## config.mk

```make
export PLATFORM = sky130hd
export DESIGN_NAME = dmem_arbiter_flat
export DESIGN_NICKNAME = d
export VERILOG_FILES = /design/src/rtl/dmem_arbiter_pkg.sv /design/src/rtl/dmem_arbiter_if.sv /design/src/rtl/dmem_arbiter_rr_pick2.sv /design/src/rtl/dmem_arbiter.sv /design/src/flat_wrapper.sv
export SDC_FILE = /design/constraint.sdc
export NUM_CORES = 1
export LEC_CHECK = 0
export CAP_MARGIN = 20
export CORE_MARGIN = 2
export CORE_UTILIZATION = 35
export DETAILED_ROUTE_END_ITERATION = 7
export PLACE_DENSITY = 0.78
export SLEW_MARGIN = 30
export SYNTH_ARGS = -nofsm -noshare
export SYNTH_HDL_FRONTEND = slang
export SYNTH_SLANG_ARGS = --single-unit
export TNS_END_PERCENT = 10
```

## constraint.sdc

```tcl
create_clock -name clk -period 3.4 [get_ports clk]
set_clock_uncertainty 0.2 [all_clocks]
set_input_delay 0.68 -clock clk [delete_from_list [all_inputs] [get_ports clk]]
set_output_delay 0.68 -clock clk [all_outputs]
set_load 0.01 [all_outputs]
```

## src/rtl/dmem_arbiter_pkg.sv

```systemverilog
// Shared encodings for the data-RAM arbiter: FSM states and owner identifiers.
package dmem_arbiter_pkg;

    typedef enum logic [1:0] {
        S_IDLE   = 2'd0,
        S_ACCESS = 2'd1,
        S_WAIT   = 2'd2,
        S_ACK    = 2'd3
    } arb_state_t;

    localparam logic OWN_CPU = 1'b0;
    localparam logic OWN_UPG = 1'b1;

endpackage

```

## src/rtl/dmem_arbiter_if.sv

```systemverilog
// Requester and RAM-port signals of the data-RAM arbiter; slave is the arbiter view.
interface dmem_arbiter_if #(
    parameter int ADDR_W = 14,
    parameter int DATA_W = 32
);
    logic              cpu_req;
    logic              cpu_we;
    logic [ADDR_W-1:0] cpu_addr;
    logic [DATA_W-1:0] cpu_wdata;
    logic              cpu_ack;
    logic [DATA_W-1:0] cpu_rdata;

    logic              upg_req;
    logic [ADDR_W-1:0] upg_addr;
    logic [DATA_W-1:0] upg_wdata;
    logic              upg_ack;

    logic              ram_en;
    logic              ram_we;
    logic [ADDR_W-1:0] ram_addr;
    logic [DATA_W-1:0] ram_wdata;
    logic [DATA_W-1:0] ram_rdata;

    modport slave (
        input  cpu_req, cpu_we, cpu_addr, cpu_wdata,
        output cpu_ack, cpu_rdata,
        input  upg_req, upg_addr, upg_wdata,
        output upg_ack,
        output ram_en, ram_we, ram_addr, ram_wdata,
        input  ram_rdata
    );

    modport master (
        output cpu_req, cpu_we, cpu_addr, cpu_wdata,
        input  cpu_ack, cpu_rdata,
        output upg_req, upg_addr, upg_wdata,
        input  upg_ack,
        input  ram_en, ram_we, ram_addr, ram_wdata,
        output ram_rdata
    );
endinterface

```

## src/rtl/dmem_arbiter_rr_pick2.sv

```systemverilog
// Two-way round-robin pick: a lone requester wins, a tie goes to the one not served last.
module rr_pick2 (
    input  logic [1:0] req,
    input  logic       last,
    output logic       grant,
    output logic       valid
);
    assign valid = |req;
    assign grant = (req == 2'b11) ? ~last : req[1];
endmodule

```

## src/rtl/dmem_arbiter.sv

```systemverilog
// Round-robin arbiter sharing the single-port data RAM between the CPU and the UART programmer.
module dmem_arbiter
    import dmem_arbiter_pkg::*;
#(
    parameter int ADDR_W = 14,
    parameter int DATA_W = 32,
    parameter int CNT_W  = ADDR_W + 1
) (
    input  logic             clk,
    input  logic             rst,
    dmem_arbiter_if.slave    bus,
    output logic             busy,
    output logic             owner,
    output logic [CNT_W-1:0] upg_words
);

    arb_state_t        state, state_nxt;
    logic              last_q;
    logic              we_q;
    logic [ADDR_W-1:0] addr_q;
    logic [DATA_W-1:0] wdata_q;
    logic [DATA_W-1:0] rdata_q;
    logic [CNT_W-1:0]  words_q;
    logic              pick;
    logic              pick_vld;
    logic              grant_now;

    rr_pick2 u_pick (
        .req   ({bus.upg_req, bus.cpu_req}),
        .last  (last_q),
        .grant (pick),
        .valid (pick_vld)
    );

    assign grant_now = (state == S_IDLE) && pick_vld;

    always_ff @(posedge clk) begin
        if (!rst) begin
            state   <= S_IDLE;
            owner   <= OWN_CPU;
            last_q  <= OWN_UPG;
            rdata_q <= '0;
            words_q <= '0;
        end else begin
            state <= state_nxt;
            if (grant_now)
                owner <= pick;
            if (state == S_WAIT)
                rdata_q <= bus.ram_rdata;
            if (state == S_ACK) begin
                last_q <= owner;
                if (owner == OWN_UPG && words_q != {CNT_W{1'b1}})
                    words_q <= words_q + 1'b1;
            end
        end
    end

    // Payload latches are not reset: they only matter once a grant has loaded them.
    always_ff @(posedge clk) begin
        if (grant_now) begin
            we_q    <= (pick == OWN_UPG) ? 1'b1 : bus.cpu_we;
            addr_q  <= (pick == OWN_UPG) ? bus.upg_addr : bus.cpu_addr;
            wdata_q <= (pick == OWN_UPG) ? bus.upg_wdata : bus.cpu_wdata;
        end
    end

    always_comb begin
        state_nxt   = state;
        bus.ram_en  = 1'b0;
        bus.ram_we  = 1'b0;
        bus.cpu_ack = 1'b0;
        bus.upg_ack = 1'b0;
        case (state)
            S_IDLE:   if (pick_vld) state_nxt = S_ACCESS;
            S_ACCESS: begin
                bus.ram_en = 1'b1;
                bus.ram_we = we_q;
                state_nxt  = we_q ? S_ACK : S_WAIT;
            end
            S_WAIT:   state_nxt = S_ACK;
            S_ACK: begin
                bus.cpu_ack = (owner == OWN_CPU);
                bus.upg_ack = (owner == OWN_UPG);
                state_nxt   = S_IDLE;
            end
            default:  state_nxt = S_IDLE;
        endcase
    end

    assign bus.ram_addr  = addr_q;
    assign bus.ram_wdata = wdata_q;
    assign bus.cpu_rdata = rdata_q;
    assign busy          = (state != S_IDLE);
    assign upg_words     = words_q;

endmodule
```

## src/flat_wrapper.sv

```systemverilog
// flat-port wrapper written by rule: the top's interface ports become plain ports
module dmem_arbiter_flat import dmem_arbiter_pkg::*;
#(
    parameter int ADDR_W = 14,
    parameter int DATA_W = 32,
    parameter int CNT_W  = ADDR_W + 1
)
  (clk, rst, busy, owner, upg_words, bus_cpu_req, bus_cpu_we, bus_cpu_addr, bus_cpu_wdata, bus_cpu_ack, bus_cpu_rdata, bus_upg_req, bus_upg_addr, bus_upg_wdata, bus_upg_ack, bus_ram_en, bus_ram_we, bus_ram_addr, bus_ram_wdata, bus_ram_rdata);
  dmem_arbiter_if #(.ADDR_W(ADDR_W), .DATA_W(DATA_W)) bus_i ();
  input  logic clk;
  input  logic rst;
  output logic busy;
  output logic owner;
  output logic [CNT_W-1:0] upg_words;
  input wire logic [$bits(bus_i.cpu_req)-1:0] bus_cpu_req;
  input wire logic [$bits(bus_i.cpu_we)-1:0] bus_cpu_we;
  input wire logic [$bits(bus_i.cpu_addr)-1:0] bus_cpu_addr;
  input wire logic [$bits(bus_i.cpu_wdata)-1:0] bus_cpu_wdata;
  output wire logic [$bits(bus_i.cpu_ack)-1:0] bus_cpu_ack;
  output wire logic [$bits(bus_i.cpu_rdata)-1:0] bus_cpu_rdata;
  input wire logic [$bits(bus_i.upg_req)-1:0] bus_upg_req;
  input wire logic [$bits(bus_i.upg_addr)-1:0] bus_upg_addr;
  input wire logic [$bits(bus_i.upg_wdata)-1:0] bus_upg_wdata;
  output wire logic [$bits(bus_i.upg_ack)-1:0] bus_upg_ack;
  output wire logic [$bits(bus_i.ram_en)-1:0] bus_ram_en;
  output wire logic [$bits(bus_i.ram_we)-1:0] bus_ram_we;
  output wire logic [$bits(bus_i.ram_addr)-1:0] bus_ram_addr;
  output wire logic [$bits(bus_i.ram_wdata)-1:0] bus_ram_wdata;
  input wire logic [$bits(bus_i.ram_rdata)-1:0] bus_ram_rdata;
  assign bus_i.cpu_req = bus_cpu_req;
  assign bus_i.cpu_we = bus_cpu_we;
  assign bus_i.cpu_addr = bus_cpu_addr;
  assign bus_i.cpu_wdata = bus_cpu_wdata;
  assign bus_cpu_ack = bus_i.cpu_ack;
  assign bus_cpu_rdata = bus_i.cpu_rdata;
  assign bus_i.upg_req = bus_upg_req;
  assign bus_i.upg_addr = bus_upg_addr;
  assign bus_i.upg_wdata = bus_upg_wdata;
  assign bus_upg_ack = bus_i.upg_ack;
  assign bus_ram_en = bus_i.ram_en;
  assign bus_ram_we = bus_i.ram_we;
  assign bus_ram_addr = bus_i.ram_addr;
  assign bus_ram_wdata = bus_i.ram_wdata;
  assign bus_i.ram_rdata = bus_ram_rdata;
  dmem_arbiter #(.ADDR_W(ADDR_W), .DATA_W(DATA_W), .CNT_W(CNT_W)) u_core (.clk(clk), .rst(rst), .bus(bus_i), .busy(busy), .owner(owner), .upg_words(upg_words));
endmodule
```

==> impl_metrics.tcl, run 1 <==
set metrics [dict create \
    status "completed" \
    synth.area.top_cells "edfxtp_1 (34%), dfxtp_1 (24%), mux2_2 (12%)" \
    cts_buffers 9 \
    clkSinkCount 98 \
    cts_resized 0 \
    critPathKind "register to primary output" \
    yosys_warnings 0 \
    final_cells 698 \
    clkTransAtPathRegs_ns 0.06 \
    hpwl_mm 8.91 \
    cp_slowest_stage_delay_ns 0.56 \
    syn_area_um2 4190 \
    start_util 0.363 \
    p_per_area_nw_per_um2 623 \
    critPathLaunchType "register" \
    insertion_delay_ns 0.34 \
    ys_async_sr_fraction 0 \
    layout_commonest_cell "clkdlybuf4s50_1" \
    port-buffer-count 227 \
    syn_to_final_growth_pct 65.8 \
    synth_top_cell_by_area "edfxtp_1" \
    yosysTopAreaCellShare 0.337 \
    routabilityCongestion 0.813 \
    gr-total-overflow 0 \
    final_cell_mix "clkdlybuf4s50_1 (227), dfxtp_1 (51), edfxtp_1 (47)" \
    drt_wl_total_mm 11.7 \
    die_h_um 113 \
    syn_avg_cell_area_um2 13.0 \
    peakVddDrop_uv 293 \
    yosysUniqueCellTypes 42 \
    power.leakage_nw 2.44 \
    drcViolationCount 0 \
    critical_path_buf_inv_count 2 \
    cts_setup_buffers 0 \
    syn_inst 322 \
    place_inst 682 \
    worst_pin_slew_ns 0.877 \
    clk_path_buf_depth 2 \
    ys_ff_latch 98 \
    worst_hold_slack_ns 0.316 \
    synth_ff_type "dfxtp_1" \
    first_pass_iters 6 \
    max_cap_violations 0 \
    end_kind "primary output" \
    die-area_um2 12900 \
    final_nets 684 \
    fin_crit_ns 2.86 \
    cp_cell_sequence "ha_1 > nand2_1 > inv_1 > clkdlybuf4s50_1" \
    fin_crit_sh 0.842 \
    io_pins 228 \
    cp_top_family "buffers and inverters" \
    core_um2 11600 \
    timing.fmax_mhz 349 \
    rsz0062_at_grt "no" \
    grtUsageTotal 0.176 \
    cts-htree-levels 3 \
    grt_max_degree 33 \
    setup_violations 0 \
    drtAntennaViolNets 0 \
    tns_ns 0 \
    syn-num-nets 456 \
    synth_edf_count 47 \
    slowest_stage "clkdlybuf4s50_1" \
    max_slew_margin 0.410 \
    n_antenna_cell 0 \
    crit_required_ns 2.52 \
    hold_viol_final 0 \
    antenna_found_initial 0 \
    ctsHoldBuffers 0 \
    tritoncts "yes" \
    avgViaCountPerCell 4.82 \
    grt_pass1_vias 3381 \
    via_count 3367 \
    slew_violations 0 \
    yosysSeqAreaShare 0.580 \
    grt_pass1_wl_mm 17.3 \
    drtIter0Drc 148 \
    wl_per_cell_um 16.8 \
    drive_gt1_frac 0.139 \
    root_buffer "clkbuf_16" \
    hp-class "register to register" \
    arrival_ns 1.98 \
    dieWidth_um 113 \
    num_rows 39 \
    worstPathMaxFanout 13 \
    finalPower_mw 4.34 \
]
kinds of logic (layout without fill, tap and decap cells):
group	count (synthesis)	count (layout)	synth area share
AOI/OAI and AO/OA	22	22	0.0379
adders and majority gates	5	5	0.0149
buffers and inverters	23	256	0.0271
DFF	98	98	0.580
muxes	84	84	0.214
and+or+nand+nor	90	90	0.126
path summary, 6_finish.rpt:
kind	startpoint	to	slack [ns]	cells after the start
worst max-delay path	u_core.state[1]	bus_upg_ack	0.54	4
worst min register to register	u_core.bus.cpu_rdata[30]	u_core.bus.cpu_rdata[30]	0.32	2
worst max register to register	u_core.upg_words[0]	u_core.upg_words[6]	1.02	5
worst min-delay path	u_core.bus.cpu_rdata[30]	u_core.bus.cpu_rdata[30]	0.32	2
stage by stage:
stage,setup WS (ns),instance area (um2),utilization
final,0.537,6950,0.601
after global routing,0.407,6950,0.601
after CTS,0.538,6940,0.600
after detailed placement,0.651,6630,0.574
after global placement,0.721,6630,0.574
after floorplan,0.982,4190,-
flip-flops by register name, indices dropped and copies added (netlist names):
register	cells
u_core.bus.cpu_rdata	32
u_core.we_q	1
u_core.upg_words	15
u_core.owner	1
u_core.bus.ram_addr	14
u_core.bus.ram_wdata	32
u_core.state	2
u_core.last_q	1
per-layer routing:
metal | wire (um) | GRT usage | part of all wire | up-vias
met5 | 0 | 0 | 0 | -
met4 | 360 | 0.0984 | 0.031 | 0
met3 | 746 | 0.0446 | 0.064 | 20
met2 | 6140 | 0.308 | 0.52 | 134
met1 | 4480 | 0.195 | 0.38 | 1593
li1 | - | - | - | 1620
tightest hold or removal path, delay by kind of cell (launching register included):
family	cells	cell delay, ns
flip-flops	1	0.32
multiplexers	1	0.06
AND/OR/NAND/NOR	1	0.09
cell type report:
type / instances / area [um2]
Clock inverter: 6 / 81.3
Inverter: 6 / 22.5
Sequential cell: 98 / 2430
Tap cell: 143 / 179
Clock buffer: 10 / 229
Multi-Input combinational cell: 201 / 1670
Fill cell: 933 / 4610
Timing Repair Buffer: 234 / 2340
power by group:
group / leakage [nW] / internal (mW) / switching (mW)
sequential: 0.868 / 1.61 / 0.116
clock: 0.142 / 0.638 / 0.423
combinational: 1.43 / 0.872 / 0.674
cells in the mapped netlist, types with 2 or more instances:
master    number
ha_1           5
inv_1          6
nor3_1         5
o311a_1        2
a21oi_1        2
or3_1          4
nand2_1       15
a21boi_0       3
edfxtp_1      47
nor2_1         3
nand2b_1       5
and3_1         2
buf_2          9
dfxtp_1       51
nand4_1        3
nor2b_1       37
clkbuf_1       5
or3_2          2
nand3_1        5
a21boi_1       2
mux2i_1       38
o21ai_0        6
mux2_2        46
No activity file was read; power rests on OpenSTA's default activity.
==> inputs of run 2 (changes only) <==
==> constraint.sdc (replaced) <==
create_clock -name clk -period 2.9 [get_ports clk]
set_clock_uncertainty 0.2 [all_clocks]
set_input_delay 0.58 -clock clk [delete_from_list [all_inputs] [get_ports clk]]
set_output_delay 0.58 -clock clk [all_outputs]
set_load 0.01 [all_outputs]
==> impl_metrics.tcl, run 2 (synthesized netlist as in run 1, its figures left out) <==
set metrics [dict create \
    r2r_cells 6 \
    grt_pass1_wl_mm 17.5 \
    wl_per_cell_um 16.9 \
    finalPower_mw 5.02 \
    worst_pin_slew_ns 0.613 \
    cts_resized 0 \
    worst_hold_slack_ns 0.312 \
    ctsHoldBuffers 0 \
    n_antenna_cell 0 \
    max_slew_margin 0.588 \
    tritoncts "yes" \
    routabilityCongestion 0.761 \
    arrival_ns 1.83 \
    cts-htree-levels 3 \
    avgViaCountPerCell 4.79 \
    drtIter0Drc 122 \
    syn_to_final_growth_pct 65.8 \
    grt_max_degree 35 \
    critPathLaunchType "register" \
    gr-total-overflow 0 \
    num_rows 39 \
    status "completed" \
    drive_gt1_frac 0.145 \
    drtAntennaViolNets 0 \
    cts_setup_buffers 0 \
    clkTransAtPathRegs_ns 0.06 \
    cts_buffers 9 \
    cpMostUsedCell "inv_1" \
    tns_ns 0 \
    cp_slowest_stage_delay_ns 0.56 \
    fin_crit_sh 0.900 \
    rsz0062_at_grt "no" \
    die_h_um 113 \
    drcViolationCount 0 \
    path_depth 4 \
    end_kind "primary output" \
    insertion_delay_ns 0.34 \
    antenna_found_initial 0 \
    final_nets 687 \
    die-area_um2 12900 \
    timing.fmax_mhz 383 \
    io_pins 228 \
    peakVddDrop_uv 281 \
    r2r_setup_slack_ns 0.71 \
    cp_top_family "buffers and inverters" \
    via_count 3357 \
    hp-class "register to register" \
    start_util 0.363 \
    fin_crit_ns 2.61 \
    hold_depth 2 \
    root_buffer "clkbuf_16" \
    first_pass_iters 4 \
    clkSinkCount 98 \
    setup_violations 0 \
    final_cell_mix "clkdlybuf4s50_1 (227), dfxtp_1 (51), edfxtp_1 (47)" \
    hpwl_mm 9.11 \
    power.leakage_nw 2.46 \
    critical_path_buf_inv_count 3 \
    slowest_stage "clkdlybuf4s50_1" \
    slew_violations 0 \
    worstPathMaxFanout 4 \
    core_um2 11600 \
    max_cap_violations 0 \
    layout_commonest_cell "clkdlybuf4s50_1" \
    crit_required_ns 2.12 \
    cp_cell_sequence "inv_1 > ha_1 > inv_1 > clkdlybuf4s50_1" \
    grt_pass1_vias 3412 \
    drt_wl_total_mm 11.9 \
    dieWidth_um 113 \
    hold_viol_final 0 \
    final_cells 701 \
    place_inst 685 \
    n_fill_cell 972 \
    grtUsageTotal 0.178 \
    clk_path_buf_depth 2 \
    port-buffer-count 227 \
    p_per_area_nw_per_um2 722 \
    critPathKind "register to primary output" \
]
run 2: worst paths after layout:
path	from	endpoint
hold / removal	u_core.upg_words[6]	u_core.upg_words[6]
setup / recovery	u_core.state[0]	busy
hold reg to reg	u_core.upg_words[6]	u_core.upg_words[6]
setup reg to reg	u_core.state[0]	u_core.upg_words[7]
run 2: report_power, final:
part,switching (mW),internal [mW],leakage [nW]
Combinational,0.805,1.04,1.44
Clock,0.501,0.650,0.150
Sequential,0.132,1.89,0.868
Total,1.44,3.58,2.46
run 2: stage by stage:
stage / worst slack [ns] / cell area [um2] / utilization
2_1_floorplan: 0.541 / 4190 / -
3_3_place_gp: 0.514 / 6670 / 0.577
3_5_place_dp: 0.439 / 6670 / 0.577
4_1_cts: 0.287 / 6950 / 0.601
5_1_grt: 0.211 / 6950 / 0.601
6_report: 0.289 / 6950 / 0.601
run 2: final cells by class:
type	count	area [um2]	area share
clock buffers	13	272	0.0390
clock inverters	3	13.8	0.00198
inverters	6	22.5	0.00324
multi-input cells	201	1660	0.239
flip-flops and latches	98	2430	0.350
well taps	143	179	0.0257
repair buffers	237	2370	0.341
run 2: routing by layer:
layer,part of all wire,routed length [um],up-vias,global-route usage
met5,0,0,-,0
met4,0.032,380,0,0.0967
met3,0.062,733,25,0.0425
met2,0.52,6170,125,0.315
met1,0.39,4570,1582,0.198
li1,-,-,1625,-
run 2: worst min-delay path, cell delays in order, from the launching register on:
cell and delay (ns):
dfxtp_1 0.35, nand2_1 0.07, mux2i_1 0.05
